## config.mk

```make
export PLATFORM = sky130hd
export DESIGN_NAME = fb_access_arbiter_flat
export DESIGN_NICKNAME = d
export VERILOG_FILES = /design/src/rtl/fb_access_arbiter_if.sv /design/src/rtl/fb_access_arbiter.sv /design/src/flat_wrapper.sv
export SDC_FILE = /design/constraint.sdc
export NUM_CORES = 1
export LEC_CHECK = 0
export BUFFER_PORTS_ARGS = -buffer_cell sky130_fd_sc_hd__clkbuf_2
export CORE_UTILIZATION = 48
export CTS_CLUSTER_SIZE = 28
export DETAILED_ROUTE_END_ITERATION = 10
export PLACE_DENSITY_LB_ADDON = 0.25
export SLEW_MARGIN = 20
export SYNTH_ARGS = -nofsm -noshare
export SYNTH_HDL_FRONTEND = slang
export SYNTH_SLANG_ARGS = --single-unit
```

## constraint.sdc

```tcl
create_clock -name clk -period 4.2 [get_ports clk]
set_clock_uncertainty 0.05 [all_clocks]
set_input_delay 0.21 -clock clk [delete_from_list [all_inputs] [get_ports clk]]
set_output_delay 0.21 -clock clk [all_outputs]
set_load 0.01 [all_outputs]
```

## src/rtl/fb_access_arbiter_if.sv

```systemverilog
// Bundle of signals around the framebuffer RAM arbiter.
//   master : display fetch, the two game-logic writers and the RAM itself
//            (drives requests and ram_rdata, receives grants and RAM commands)
//   slave  : the arbiter (fb_access_arbiter)
// Signals: vblank, disp_req/addr/rvalid/rdata, wr_req/last/addr/data/gnt,
//          ram_en/we/addr/wdata/rdata. Writer i uses bits [i*W +: W] of packed buses.
interface fb_access_arbiter_if #(
   parameter int ADDR_W = 14,
   parameter int DATA_W = 12
);
   logic                  vblank;
   logic                  disp_req;
   logic [ADDR_W-1:0]     disp_addr;
   logic                  disp_rvalid;
   logic [DATA_W-1:0]     disp_rdata;
   logic [1:0]            wr_req;
   logic [1:0]            wr_last;
   logic [2*ADDR_W-1:0]   wr_addr;
   logic [2*DATA_W-1:0]   wr_data;
   logic [1:0]            wr_gnt;
   logic                  ram_en;
   logic                  ram_we;
   logic [ADDR_W-1:0]     ram_addr;
   logic [DATA_W-1:0]     ram_wdata;
   logic [DATA_W-1:0]     ram_rdata;

   modport master (
      output vblank, disp_req, disp_addr, wr_req, wr_last, wr_addr, wr_data, ram_rdata,
      input  disp_rvalid, disp_rdata, wr_gnt, ram_en, ram_we, ram_addr, ram_wdata
   );

   modport slave (
      input  vblank, disp_req, disp_addr, wr_req, wr_last, wr_addr, wr_data, ram_rdata,
      output disp_rvalid, disp_rdata, wr_gnt, ram_en, ram_we, ram_addr, ram_wdata
   );
endinterface

```

## src/rtl/fb_access_arbiter.sv

```systemverilog
// Framebuffer access arbiter: one single-port RAM (1-cycle read latency) shared by
// the display fetch path (absolute priority, fixed 3-cycle read latency) and two
// writers that share leftover slots round-robin in bursts of up to MAX_BURST beats.
// Ports: clk, rst (synchronous, active-high), bus (fb_access_arbiter_if.slave).
//
// state    | meaning
// ---------+----------------------------------------------------------------
// ST_IDLE  | no writer owns the RAM; arbitrate among eligible writers
// ST_BURST | owner_q holds the RAM for further beats, count in cnt_q
module fb_access_arbiter #(
   parameter int ADDR_W         = 14,
   parameter int DATA_W         = 12,
   parameter int MAX_BURST      = 8,
   parameter int WR_VBLANK_ONLY = 0
) (
   input logic                 clk,
   input logic                 rst,
   fb_access_arbiter_if.slave  bus
);
   localparam logic [0:0] ST_IDLE   = 1'b0;
   localparam logic [0:0] ST_BURST  = 1'b1;
   localparam logic [7:0] BURST_MAX = 8'(MAX_BURST);

   logic [0:0]        state_q, state_d;
   logic              rr_ptr_q, rr_ptr_d;
   logic              owner_q, owner_d;
   logic [7:0]        cnt_q, cnt_d;
   logic [7:0]        cnt_inc;
   logic [1:0]        gnt;
   logic [1:0]        elig;
   logic              vb_ok;
   logic              sel;
   logic              wr_slot;
   logic              wsel;

   logic              ram_en_q, ram_we_q;
   logic [ADDR_W-1:0] ram_addr_q;
   logic [DATA_W-1:0] ram_wdata_q;
   logic              rd_pend_q;
   logic              rvalid_q;
   logic [DATA_W-1:0] rdata_q;

   assign vb_ok   = (WR_VBLANK_ONLY == 0) || bus.vblank;
   assign elig    = bus.wr_req & {2{vb_ok}};
   assign cnt_inc = cnt_q + 8'd1;
   // Only tie-break through rr_ptr when both writers are eligible.
   assign sel     = (&elig) ? rr_ptr_q : elig[1];

   always_comb begin
      state_d  = state_q;
      rr_ptr_d = rr_ptr_q;
      owner_d  = owner_q;
      cnt_d    = cnt_q;
      gnt      = 2'b00;
      if (!rst) begin
         case (state_q)
            ST_IDLE: begin
               if (!bus.disp_req && (|elig)) begin
                  gnt[sel] = 1'b1;
                  cnt_d    = 8'd1;
                  if (bus.wr_last[sel] || (MAX_BURST == 1)) begin
                     rr_ptr_d = ~sel;
                  end else begin
                     state_d = ST_BURST;
                     owner_d = sel;
                  end
               end
            end
            default: begin
               // Display slot or a vblank-blocked owner: hold the burst open.
               if (!(bus.disp_req || (bus.wr_req[owner_q] && !vb_ok))) begin
                  if (!bus.wr_req[owner_q]) begin
                     state_d  = ST_IDLE;
                     rr_ptr_d = ~owner_q;
                  end else begin
                     gnt[owner_q] = 1'b1;
                     cnt_d        = cnt_inc;
                     if (bus.wr_last[owner_q] || (cnt_inc >= BURST_MAX)) begin
                        state_d  = ST_IDLE;
                        rr_ptr_d = ~owner_q;
                     end
                  end
               end
            end
         endcase
      end
   end

   assign wr_slot    = |gnt;
   assign wsel       = gnt[1];
   assign bus.wr_gnt = gnt;

   always_ff @(posedge clk) begin
      if (rst) begin
         state_q     <= ST_IDLE;
         rr_ptr_q    <= 1'b0;
         owner_q     <= 1'b0;
         cnt_q       <= 8'd0;
         ram_en_q    <= 1'b0;
         ram_we_q    <= 1'b0;
         ram_addr_q  <= '0;
         ram_wdata_q <= '0;
         rd_pend_q   <= 1'b0;
         rvalid_q    <= 1'b0;
         rdata_q     <= '0;
      end else begin
         state_q   <= state_d;
         rr_ptr_q  <= rr_ptr_d;
         owner_q   <= owner_d;
         cnt_q     <= cnt_d;
         ram_en_q  <= bus.disp_req | wr_slot;
         ram_we_q  <= ~bus.disp_req & wr_slot;
         if (bus.disp_req) begin
            ram_addr_q <= bus.disp_addr;
         end else if (wr_slot) begin
            ram_addr_q  <= wsel ? bus.wr_addr[ADDR_W +: ADDR_W] : bus.wr_addr[0 +: ADDR_W];
            ram_wdata_q <= wsel ? bus.wr_data[DATA_W +: DATA_W] : bus.wr_data[0 +: DATA_W];
         end
         // RAM read data arrives the cycle after a read command; register it once more.
         rd_pend_q <= ram_en_q & ~ram_we_q;
         rvalid_q  <= rd_pend_q;
         if (rd_pend_q) begin
            rdata_q <= bus.ram_rdata;
         end
      end
   end

   assign bus.ram_en      = ram_en_q;
   assign bus.ram_we      = ram_we_q;
   assign bus.ram_addr    = ram_addr_q;
   assign bus.ram_wdata   = ram_wdata_q;
   assign bus.disp_rvalid = rvalid_q;
   assign bus.disp_rdata  = rdata_q;
endmodule

```

## src/flat_wrapper.sv

```systemverilog
// flat-port wrapper written by rule: the top's interface ports become plain ports
module fb_access_arbiter_flat 
#(
   parameter int ADDR_W         = 14,
   parameter int DATA_W         = 12,
   parameter int MAX_BURST      = 8,
   parameter int WR_VBLANK_ONLY = 0
)
  (clk, rst, bus_vblank, bus_disp_req, bus_disp_addr, bus_wr_req, bus_wr_last, bus_wr_addr, bus_wr_data, bus_ram_rdata, bus_disp_rvalid, bus_disp_rdata, bus_wr_gnt, bus_ram_en, bus_ram_we, bus_ram_addr, bus_ram_wdata);
  fb_access_arbiter_if #(.ADDR_W(ADDR_W), .DATA_W(DATA_W)) bus_i ();
  input logic clk;
  input logic rst;
  input wire logic [$bits(bus_i.vblank)-1:0] bus_vblank;
  input wire logic [$bits(bus_i.disp_req)-1:0] bus_disp_req;
  input wire logic [$bits(bus_i.disp_addr)-1:0] bus_disp_addr;
  input wire logic [$bits(bus_i.wr_req)-1:0] bus_wr_req;
  input wire logic [$bits(bus_i.wr_last)-1:0] bus_wr_last;
  input wire logic [$bits(bus_i.wr_addr)-1:0] bus_wr_addr;
  input wire logic [$bits(bus_i.wr_data)-1:0] bus_wr_data;
  input wire logic [$bits(bus_i.ram_rdata)-1:0] bus_ram_rdata;
  output wire logic [$bits(bus_i.disp_rvalid)-1:0] bus_disp_rvalid;
  output wire logic [$bits(bus_i.disp_rdata)-1:0] bus_disp_rdata;
  output wire logic [$bits(bus_i.wr_gnt)-1:0] bus_wr_gnt;
  output wire logic [$bits(bus_i.ram_en)-1:0] bus_ram_en;
  output wire logic [$bits(bus_i.ram_we)-1:0] bus_ram_we;
  output wire logic [$bits(bus_i.ram_addr)-1:0] bus_ram_addr;
  output wire logic [$bits(bus_i.ram_wdata)-1:0] bus_ram_wdata;
  assign bus_i.vblank = bus_vblank;
  assign bus_i.disp_req = bus_disp_req;
  assign bus_i.disp_addr = bus_disp_addr;
  assign bus_i.wr_req = bus_wr_req;
  assign bus_i.wr_last = bus_wr_last;
  assign bus_i.wr_addr = bus_wr_addr;
  assign bus_i.wr_data = bus_wr_data;
  assign bus_i.ram_rdata = bus_ram_rdata;
  assign bus_disp_rvalid = bus_i.disp_rvalid;
  assign bus_disp_rdata = bus_i.disp_rdata;
  assign bus_wr_gnt = bus_i.wr_gnt;
  assign bus_ram_en = bus_i.ram_en;
  assign bus_ram_we = bus_i.ram_we;
  assign bus_ram_addr = bus_i.ram_addr;
  assign bus_ram_wdata = bus_i.ram_wdata;
  fb_access_arbiter #(.ADDR_W(ADDR_W), .DATA_W(DATA_W), .MAX_BURST(MAX_BURST), .WR_VBLANK_ONLY(WR_VBLANK_ONLY)) u_core (.clk(clk), .rst(rst), .bus(bus_i));
endmodule
```

==> metrics.md, run 1 <==
| Metric | Value |
|---|---|
| Final wirelength | 6.16 mm |
| Antenna viol nets, final | 0 |
| Ant. Diodes | 0 |
| Gpl congestion | 0.825 |
| Clk slew on worst S/H paths | 0.10 ns |
| Final worst-path cycle share | 0.534 |
| Hold Path Depth | 3 |
| Post-cts gate resize count | 0 |
| CTS tree | yes |
| DRT iter0 DRCs | 217 |
| Critical Path End Type | primary output |
| Vias | 2501 |
| Slew @ Worst Pin | 0.748 ns |
| Top post-synthesis cells by area | dfxtp_1, mux2i_1, nor2_1 |
| Cell Count, Final, Fillers Out | 460 |
| Adder-Cell Fraction of Synth Area | 0.00508 |
| Number of remaining DRC errors | 0 |
| Clk sinks | 53 |
| RR Endpoint | u_core.bus.ram_wdata[6] |
| Fmax | 446 MHz |
| Post-synth top area share | 0.431 |
| First-pass GRT wire length | 9.72 mm |
| EDFF count, synth | 0 |
| Starting Density | 0.511 |
| Syn Std Cell Area | 2460 µm² |
| Worst path cell trace | o2111a_1, nand2b_1, inv_1, clkbuf_2 |
| FF-to-FF Start | u_core.state_q |
| TNS Setup | 0 ns |
| Drt via density | 5.44 |
| Top_reg_cell synth | dfxtp_1 |
| Critical Path AT | 1.98 ns |
| CP max-delay cell | dfxtp_1 |
| Cell-internal power | 0.749 mW |
| Syn Area/Cell | 8.92 µm² |
| Max-cap violations | 0 |
| Register area | 1060 µm² |
| Number of global-route vias before repair | 2210 |
| Rows | 25 |
| # Post-CTS Setup Buffers | 0 |
| Crit-path leading delay family | flip-flops |
| Number of synthesized register bits | 53 |
| Post-synthesis sequential area ratio | 0.431 |
| WS Path Type | flop to primary output |
| Combinational share of power | 0.188 |
| Initial antenna violation count | 0 |
| Count leader, synth | dfxtp_1 |
| GRT overflow | 0 |
| Hold path startpoint | bus_ram_rdata[1] |
| Die Wd | 73.6 µm |
| Fraction of layout cells with a size suffix above 1 | 0.364 |
| First-pass DRT Iterations | 7 |
| Final hold vios | 0 |
| Fraction of synthesized area in multiplexers | 0.102 |
| Multi-input logic area | 1310 µm² |
| All-Layer GR Usage | 0.230 |
| Final setup vio count | 0 |
| Commonest cells post-synth | dfxtp_1, nor2_1, mux2i_1, nand2_1, a21oi_1 |
| I/O pins | 129 |
| Switching Share | 0.290 |
| Hold WS | 0.0780 ns |
| Fin util | 0.668 |
| Synth Area in Compound Gates | 0.243 |
| Clk Latency, worst-skew pair | 0.31 ns |
| H-Tree Depth | 2 |
| Flop pwr share | 0.527 |
| CP Launch Type | flop |
| Max-slew headroom | 0.501 |
| RSZ-0062 raised after global routing | no |
| CTS Hold Bufs | 0 |
| NumNets Final | 479 |
| Largest family of logic cells by synthesized area | compound AO/OA/AOI/OAI gates |
| Port Buffers | 127 |
| Worst min-delay path class | input port to flop |
| Core Region | 4820 µm² |
| Post-synth top area cell | dfxtp_1 |
| Unique masters post-synth | 46 |
| Clock power frac | 0.285 |
| Syn nets | 363 |
| Largest net degree at the start of global routing | 61 |
| Die Y | 73.6 µm |
| Leak | 1.42 nW |
| HPWL after DPL | 4.43 mm |
| Worst Path Max Fanout | 13 |
| Max rail drop VDD | 211 µV |
| WHS Endpoint | u_core.bus.disp_rdata[1] |
| Fraction of registers with async set/reset | 0 |
| Status | completed |
| NetSw | 0.305 mW |
| Synthesis-to-layout area growth | 30.7% |
| Root Buffer | clkbuf_8 |
| Worst r2r path cells | 5 |
| Synth Instances | 276 |
| Number of CTS-inserted buffers | 5 |
| Crit path time final | 2.24 ns |
| CP required | 3.94 ns |
| CP bufs+invs | 2 |
| Worst path max stage delay | 0.66 ns |
| Reg-to-reg setup timing slack | 2.11 ns |
| Routed len/inst | 13.4 µm |
| Post-Synth XOR/XNOR Area | 0.00711 |
| Pwr/cell area | 328 nW/µm² |
| Fillcell total | 428 |
| DP Cell Count | 451 |
| Slew Limit Fails | 0 |
| Post-synthesis simple-gate area fraction | 0.169 |
| Synth warn | 0 |
| Die Area | 5420 µm² |
| Clk buf depth | 2 |
kinds of logic (layout without fill, tap and decap cells):
logic type,count (synthesis),count (layout)
AO/OA/AOI/OAI,81,81
XOR/XNOR,2,2
adder cells (fa/ha/maj),1,1
buffers and inverters,24,141
flip-flops,53,53
multiplexers,25,25
AND/OR/NAND/NOR,90,90
worst register-to-register path, delay by kind of cell, from the launching register on:
| family | cells | cell delay (ns) |
|---|---|---|
| and+or+nand+nor | 2 | 0.68 |
| DFF | 1 | 0.66 |
| buffers and inverters | 1 | 0.24 |
| muxes | 1 | 0.22 |
| AOI/OAI and AO/OA | 1 | 0.09 |
cell type report:
cell class / count / share of cell area
Multi-Input combinational cell: 199 / 0.406
Tap cell: 67 / 0.0260
Inverter: 4 / 0.00467
Clock buffer: 5 / 0.0214
Timing Repair Buffer: 129 / 0.205
Clock inverter: 3 / 0.00816
Sequential cell: 53 / 0.330
power groups by stage:
stage	logic (mW)	clock network [mW]	registers [mW]
3_3_place_gp	0.191	0	0.566
5_1_grt	0.220	0.328	0.560
6_report	0.198	0.301	0.556
4_1_cts	0.196	0.306	0.556
2_1_floorplan	0.103	0	0.574
3_5_place_dp	0.195	0	0.567
registers in the layout, indices dropped and copies added, names as in the netlist, 8 cells and up:
| name | flops |
|---|---|
| u_core.bus.ram_addr | 14 |
| u_core.bus.disp_rdata | 12 |
| u_core.bus.ram_wdata | 12 |
| u_core.cnt_q | 8 |
worst max-delay path by stage:
stage / start / end / slack, ns / cells past startpoint
finish: u_core.state_q / bus_wr_gnt[1] / 1.96 / 4
global route: u_core.state_q / bus_wr_gnt[1] / 1.82 / 4
CTS: u_core.state_q / u_core.bus.ram_wdata[6] / 1.82 / 4
detailed placement: u_core.state_q / u_core.bus.ram_wdata[6] / 1.85 / 4
global placement: u_core.state_q / u_core.bus.ram_wdata[8] / 1.90 / 4
floorplan: u_core.cnt_q[0] / u_core.rr_ptr_q / 2.64 / 6
metrics by stage:
| step | area [µm²] | worst slack (ns) | power, mW |
|---|---|---|---|
| after floorplan | 2460 | 2.64 | 0.677 |
| after global placement | 3100 | 1.90 | 0.757 |
| after detailed placement | 3100 | 1.85 | 0.762 |
| after CTS | 3190 | 1.82 | 1.06 |
| after global routing | 3220 | 1.82 | 1.11 |
| final | 3220 | 1.96 | 1.05 |
cell usage in the layout (no fill, tap or decap), types with 2 or more instances in the layout:
master and count:
clkbuf_2 127, dfxtp_1 53, nor2_1 39, mux2i_1 25, nand2_1 24, a21oi_1 23, a211oi_1 15, a222oi_1 10
nand2b_1 9, o21ai_1 6, o21ai_0 5, clkbuf_8 5, inv_1 4, nand3_1 4, o32ai_1 3, o2111a_1 2
a31oi_1 2, a311oi_1 2, and4_1 2, nor3_1 2, or3_1 2, clkinvlp_4 2
metal layers:
metal | global-route usage | share of wire
met1 | 0.280 | 0.42
met2 | 0.396 | 0.49
met3 | 0.0631 | 0.071
met4 | 0.0705 | 0.011
met5 | 0 | 0
(Power assumes the default switching activity.)
==> run 2, diff against run 1 <==
--- a/config.mk
+++ b/config.mk
@@ -5,8 +5,9 @@
 export SDC_FILE = /design/constraint.sdc
 export NUM_CORES = 1
 export LEC_CHECK = 0
+export ABC_AREA = 1
 export BUFFER_PORTS_ARGS = -buffer_cell sky130_fd_sc_hd__clkbuf_2
-export CORE_UTILIZATION = 48
+export CORE_UTILIZATION = 47
 export CTS_CLUSTER_SIZE = 28
 export DETAILED_ROUTE_END_ITERATION = 10
 export PLACE_DENSITY_LB_ADDON = 0.25
==> constraint.sdc (replaced) <==
create_clock -name clk -period 2.2 [get_ports clk]
set_clock_uncertainty 0.05 [all_clocks]
set_input_delay 0.11 -clock clk [delete_from_list [all_inputs] [get_ports clk]]
set_output_delay 0.11 -clock clk [all_outputs]
set_load 0.01 [all_outputs]
==> run 2 against run 1 <==
Net effect:
- cell count is 38% higher
- final area increased by 13%
- first-iteration DRC count decreased by 36%
- critical endpoint unchanged
- count of clock-buffer cells in the layout is the same
- non-clock buffer count increased by 16
- sequential share of layout area is 3.7 points lower
- critical path type unchanged
- clock power rose by 90%
- total power rose by 110%
- critical path depth grew 2
==> metrics.md, run 2 <==
| Metric | Value |
|---|---|
| RSZ-0062 raised after global routing | no |
| H-Tree Depth | 2 (unchanged) |
| Worst r2r path cells | 9 (+4) |
| Fmax | 506 MHz |
| Status | completed |
| CTS tree | yes |
| Number of synthesized register bits | 53 (unchanged) |
| Clk slew on worst S/H paths | 0.10 ns (about the same) |
| Die Y | 78.6 µm (+6.7%) |
| Hold path startpoint | bus_wr_data[19] |
| Worst path max stage delay | 0.38 ns (-0.28 ns) |
| Syn Std Cell Area | 2760 µm² (+12%) |
| Clk Latency, worst-skew pair | 0.31 ns (about the same) |
| Rows | 27 (+8.0%) |
| Most frequent cells in the layout | nand2_1, clkbuf_2, nor2_1 |
| Post-synth top area share | 0.385 (-0.0458) |
| Starting Density | 0.494 (-0.0169) |
| Critical Path AT | 1.81 ns (-0.17 ns) |
| Max-cap violations | 0 (unchanged) |
| CP required | 2.04 ns (-1.90 ns) |
| EDFF count, synth | 0 (unchanged) |
| Hold Path Depth | 5 (+2) |
| Max rail drop VDD | 340 µV (+61%) |
| Clk sinks | 53 (unchanged) |
| Initial antenna violation count | 0 (unchanged) |
| CP max-delay cell | dfxtp_1 |
| Unique masters post-synth | 27 (-41%) |
| Gpl congestion | 0.834 (+1.1%) |
| Clock power frac | 0.265 (-0.020) |
| Critical Path End Type | primary output |
| CP Launch Type | flop |
| Root Buffer | clkbuf_8 |
| Number of global-route vias before repair | 2963 (+34%) |
| PnR worst setup slack | 0.225 ns (-1.73 ns) |
| Synth Instances | 434 (+57%) |
| Number of CTS-inserted buffers | 5 (unchanged) |
| Number of remaining DRC errors | 0 (unchanged) |
| Worst Path Max Fanout | 22 (+9) |
| FF-to-FF Start | u_core.state_q |
| Switching Share | 0.314 (+0.0241) |
| Final hold vios | 0 (unchanged) |
| Die Wd | 78.6 µm (+6.7%) |
| Final setup vio count | 0 (unchanged) |
| Pwr/cell area | 597 nW/µm² (+82%) |
| Worst min-delay path class | input port to flop |
| Cell-internal power | 1.49 mW (+98%) |
| DRT iter0 DRCs | 139 (-36%) |
| RR Endpoint | u_core.bus.ram_addr[5] |
| Largest net degree at the start of global routing | 51 (-16%) |
| Combinational share of power | 0.234 (+0.046) |
| Number of flip-flops in the largest register | 14 (unchanged) |
| I/O pins | 129 (unchanged) |
| TNS Setup | 0 ns (unchanged) |
| Top post-synthesis cells by area | dfxtp_1, nand2_1, nor2_1 |
| WS Path Type | flop to primary output |
| Routed len/inst | 11.4 µm (-15%) |
| Antenna viol nets, final | 0 (unchanged) |
| Setup slack at placement | 0.322 ns (-1.53 ns) |
| Fraction of registers with async set/reset | 0 (unchanged) |
| Syn nets | 521 (+44%) |
| Slew Limit Fails | 0 (unchanged) |
| First-pass GRT wire length | 12.2 mm (+26%) |
| Port Buffers | 127 (unchanged) |
| Slew @ Worst Pin | 0.582 ns (-0.166 ns) |
| First-pass DRT Iterations | 4 (-3) |
| Commonest cells post-synth | nand2_1, nor2_1, dfxtp_1, inv_1, nand3_1 |
| Crit path time final | 1.97 ns |
| Flop pwr share | 0.501 (-0.026) |
| Ant. Diodes | 0 (unchanged) |
| CP bufs+invs | 4 (+2) |
| Synthesis-to-layout area growth | 31.5% |
| Crit-path leading delay family | buffers and inverters |
| Core Region | 5570 µm² (+16%) |
| Leak | 1.99 nW (+40%) |
| Drt via density | 4.88 (-10%) |
| Top_reg_cell synth | dfxtp_1 |
| Reg-to-reg setup timing slack | 0.35 ns (-1.76 ns) |
| Die Area | 6170 µm² (+14%) |
| NetSw | 0.679 mW (+120%) |
| HPWL after DPL | 5.14 mm (+16%) |
| GRT overflow | 0 (unchanged) |
| Final worst-path cycle share | 0.898 |
| Max-slew headroom | 0.612 (+0.110) |
| Synth warn | 0 (unchanged) |
| Syn Area/Cell | 6.35 µm² (-29%) |
| All-Layer GR Usage | 0.245 (+0.0147) |
| Post-synthesis sequential area ratio | 0.385 (-0.0458) |
| Fillcell total | 534 (+25%) |
| Clk buf depth | 2 (unchanged) |
| Worst path cell trace | inv_1, nand2_1, nand3_2, buf_4, clkinvlp_4, clkbuf_2 |
| NumNets Final | 651 (+36%) |
| Post-synth top area cell | dfxtp_1 |
| Vias | 3111 (+24%) |
| Final wirelength | 7.24 mm (+17%) |
| Count leader, synth | nand2_1 |
| Fraction of layout cells with a size suffix above 1 | 0.269 (-0.0948) |
| Leading cell type in the layout, fill and taps excluded | nand2_1 |
| WHS Endpoint | u_core.bus.ram_wdata[7] |
-- run 2: cell types whose count changed after synthesis, sizes merged, moves of 12 or more --
cell    delta
nand2    +105
mux2i     -25
nor2      +35
inv       +39
a211oi    -16
o21ai     +20
nand4     +12
nand3     +35
-- run 2: per-layer routing --
metal,vias to the layer above,global-route usage,part of all wire
li1,1628,-,-
met1,1366,0.287,0.44
met2,100,0.438,0.49
met3,17,0.0477,0.049
met4,0,0.0907,0.025
met5,-,0,0
-- run 2: cell families (layout without fill, tap and decap cells) --
logic type / Yosys count / count (layout) / share of synthesized area
compound gates: 47 / 47 / 0.0917
buf+inv: 65 / 196 / 0.102
xor+xnor: 1 / 1 / 0.00318
simple gates: 267 / 267 / 0.413
flops: 53 / 53 / 0.385
fa+ha+maj: 1 / 1 / 0.00454
-- run 2: stage by stage --
step           instances  power, mW  area [µm²]  hold WS, ns  utilization
2_1_floorplan        434       1.39        2760        0.129            -
3_3_place_gp         617       1.58        3410        0.285        0.611
3_5_place_dp         617       1.59        3410        0.287        0.611
4_1_cts              637       2.18        3620       0.0269        0.649
5_1_grt              637       2.29        3620       0.0476        0.650
6_report             637       2.16        3620       0.0329        0.650
-- run 2: cell type report --
type                       count  area [µm²]  area share
inverter                      43         165      0.0456
clock buffer                   5        68.8      0.0190
sequential                    53        1060       0.293
clock inverter                 3        25.0     0.00691
timing repair buffer         145         801       0.221
tap                           72        90.1      0.0249
multi-input combinational    316        1410       0.390
-- run 2: worst max path at each step --
stage / start / endpoint / cells after the start
after floorplan: u_core.owner_q / u_core.bus.ram_addr[5] / 9
after global placement: u_core.owner_q / u_core.bus.ram_addr[5] / 9
after detailed placement: u_core.owner_q / u_core.bus.ram_addr[5] / 9
after CTS: u_core.owner_q / bus_wr_gnt[1] / 6
after global routing: u_core.state_q / bus_wr_gnt[1] / 6
final: u_core.state_q / bus_wr_gnt[1] / 6
-- run 2: power groups by stage --
stage | clock network, mW | registers [mW] | logic (mW)
finish | 0.573 | 1.08 | 0.507
global route | 0.625 | 1.09 | 0.571
CTS | 0.593 | 1.08 | 0.506
detailed placement | 0 | 1.10 | 0.489
global placement | 0 | 1.10 | 0.481
floorplan | 0 | 1.13 | 0.264
-- run 2: worst min-delay path, delay by kind of cell --
kind | cells | cell delay (ns)
buffers and inverters | 1 | 0.07
and+or+nand+nor | 4 | 0.18
-- run 2: repair_timing --
action / 4_1_cts / 5_1_grt
gates resized for setup: 0 / 1
setup endpoints to repair: 0 / 1
hold endpoints to repair: 12 / 0
hold buffers: 12 / 0
setup buffers: 0 / 0
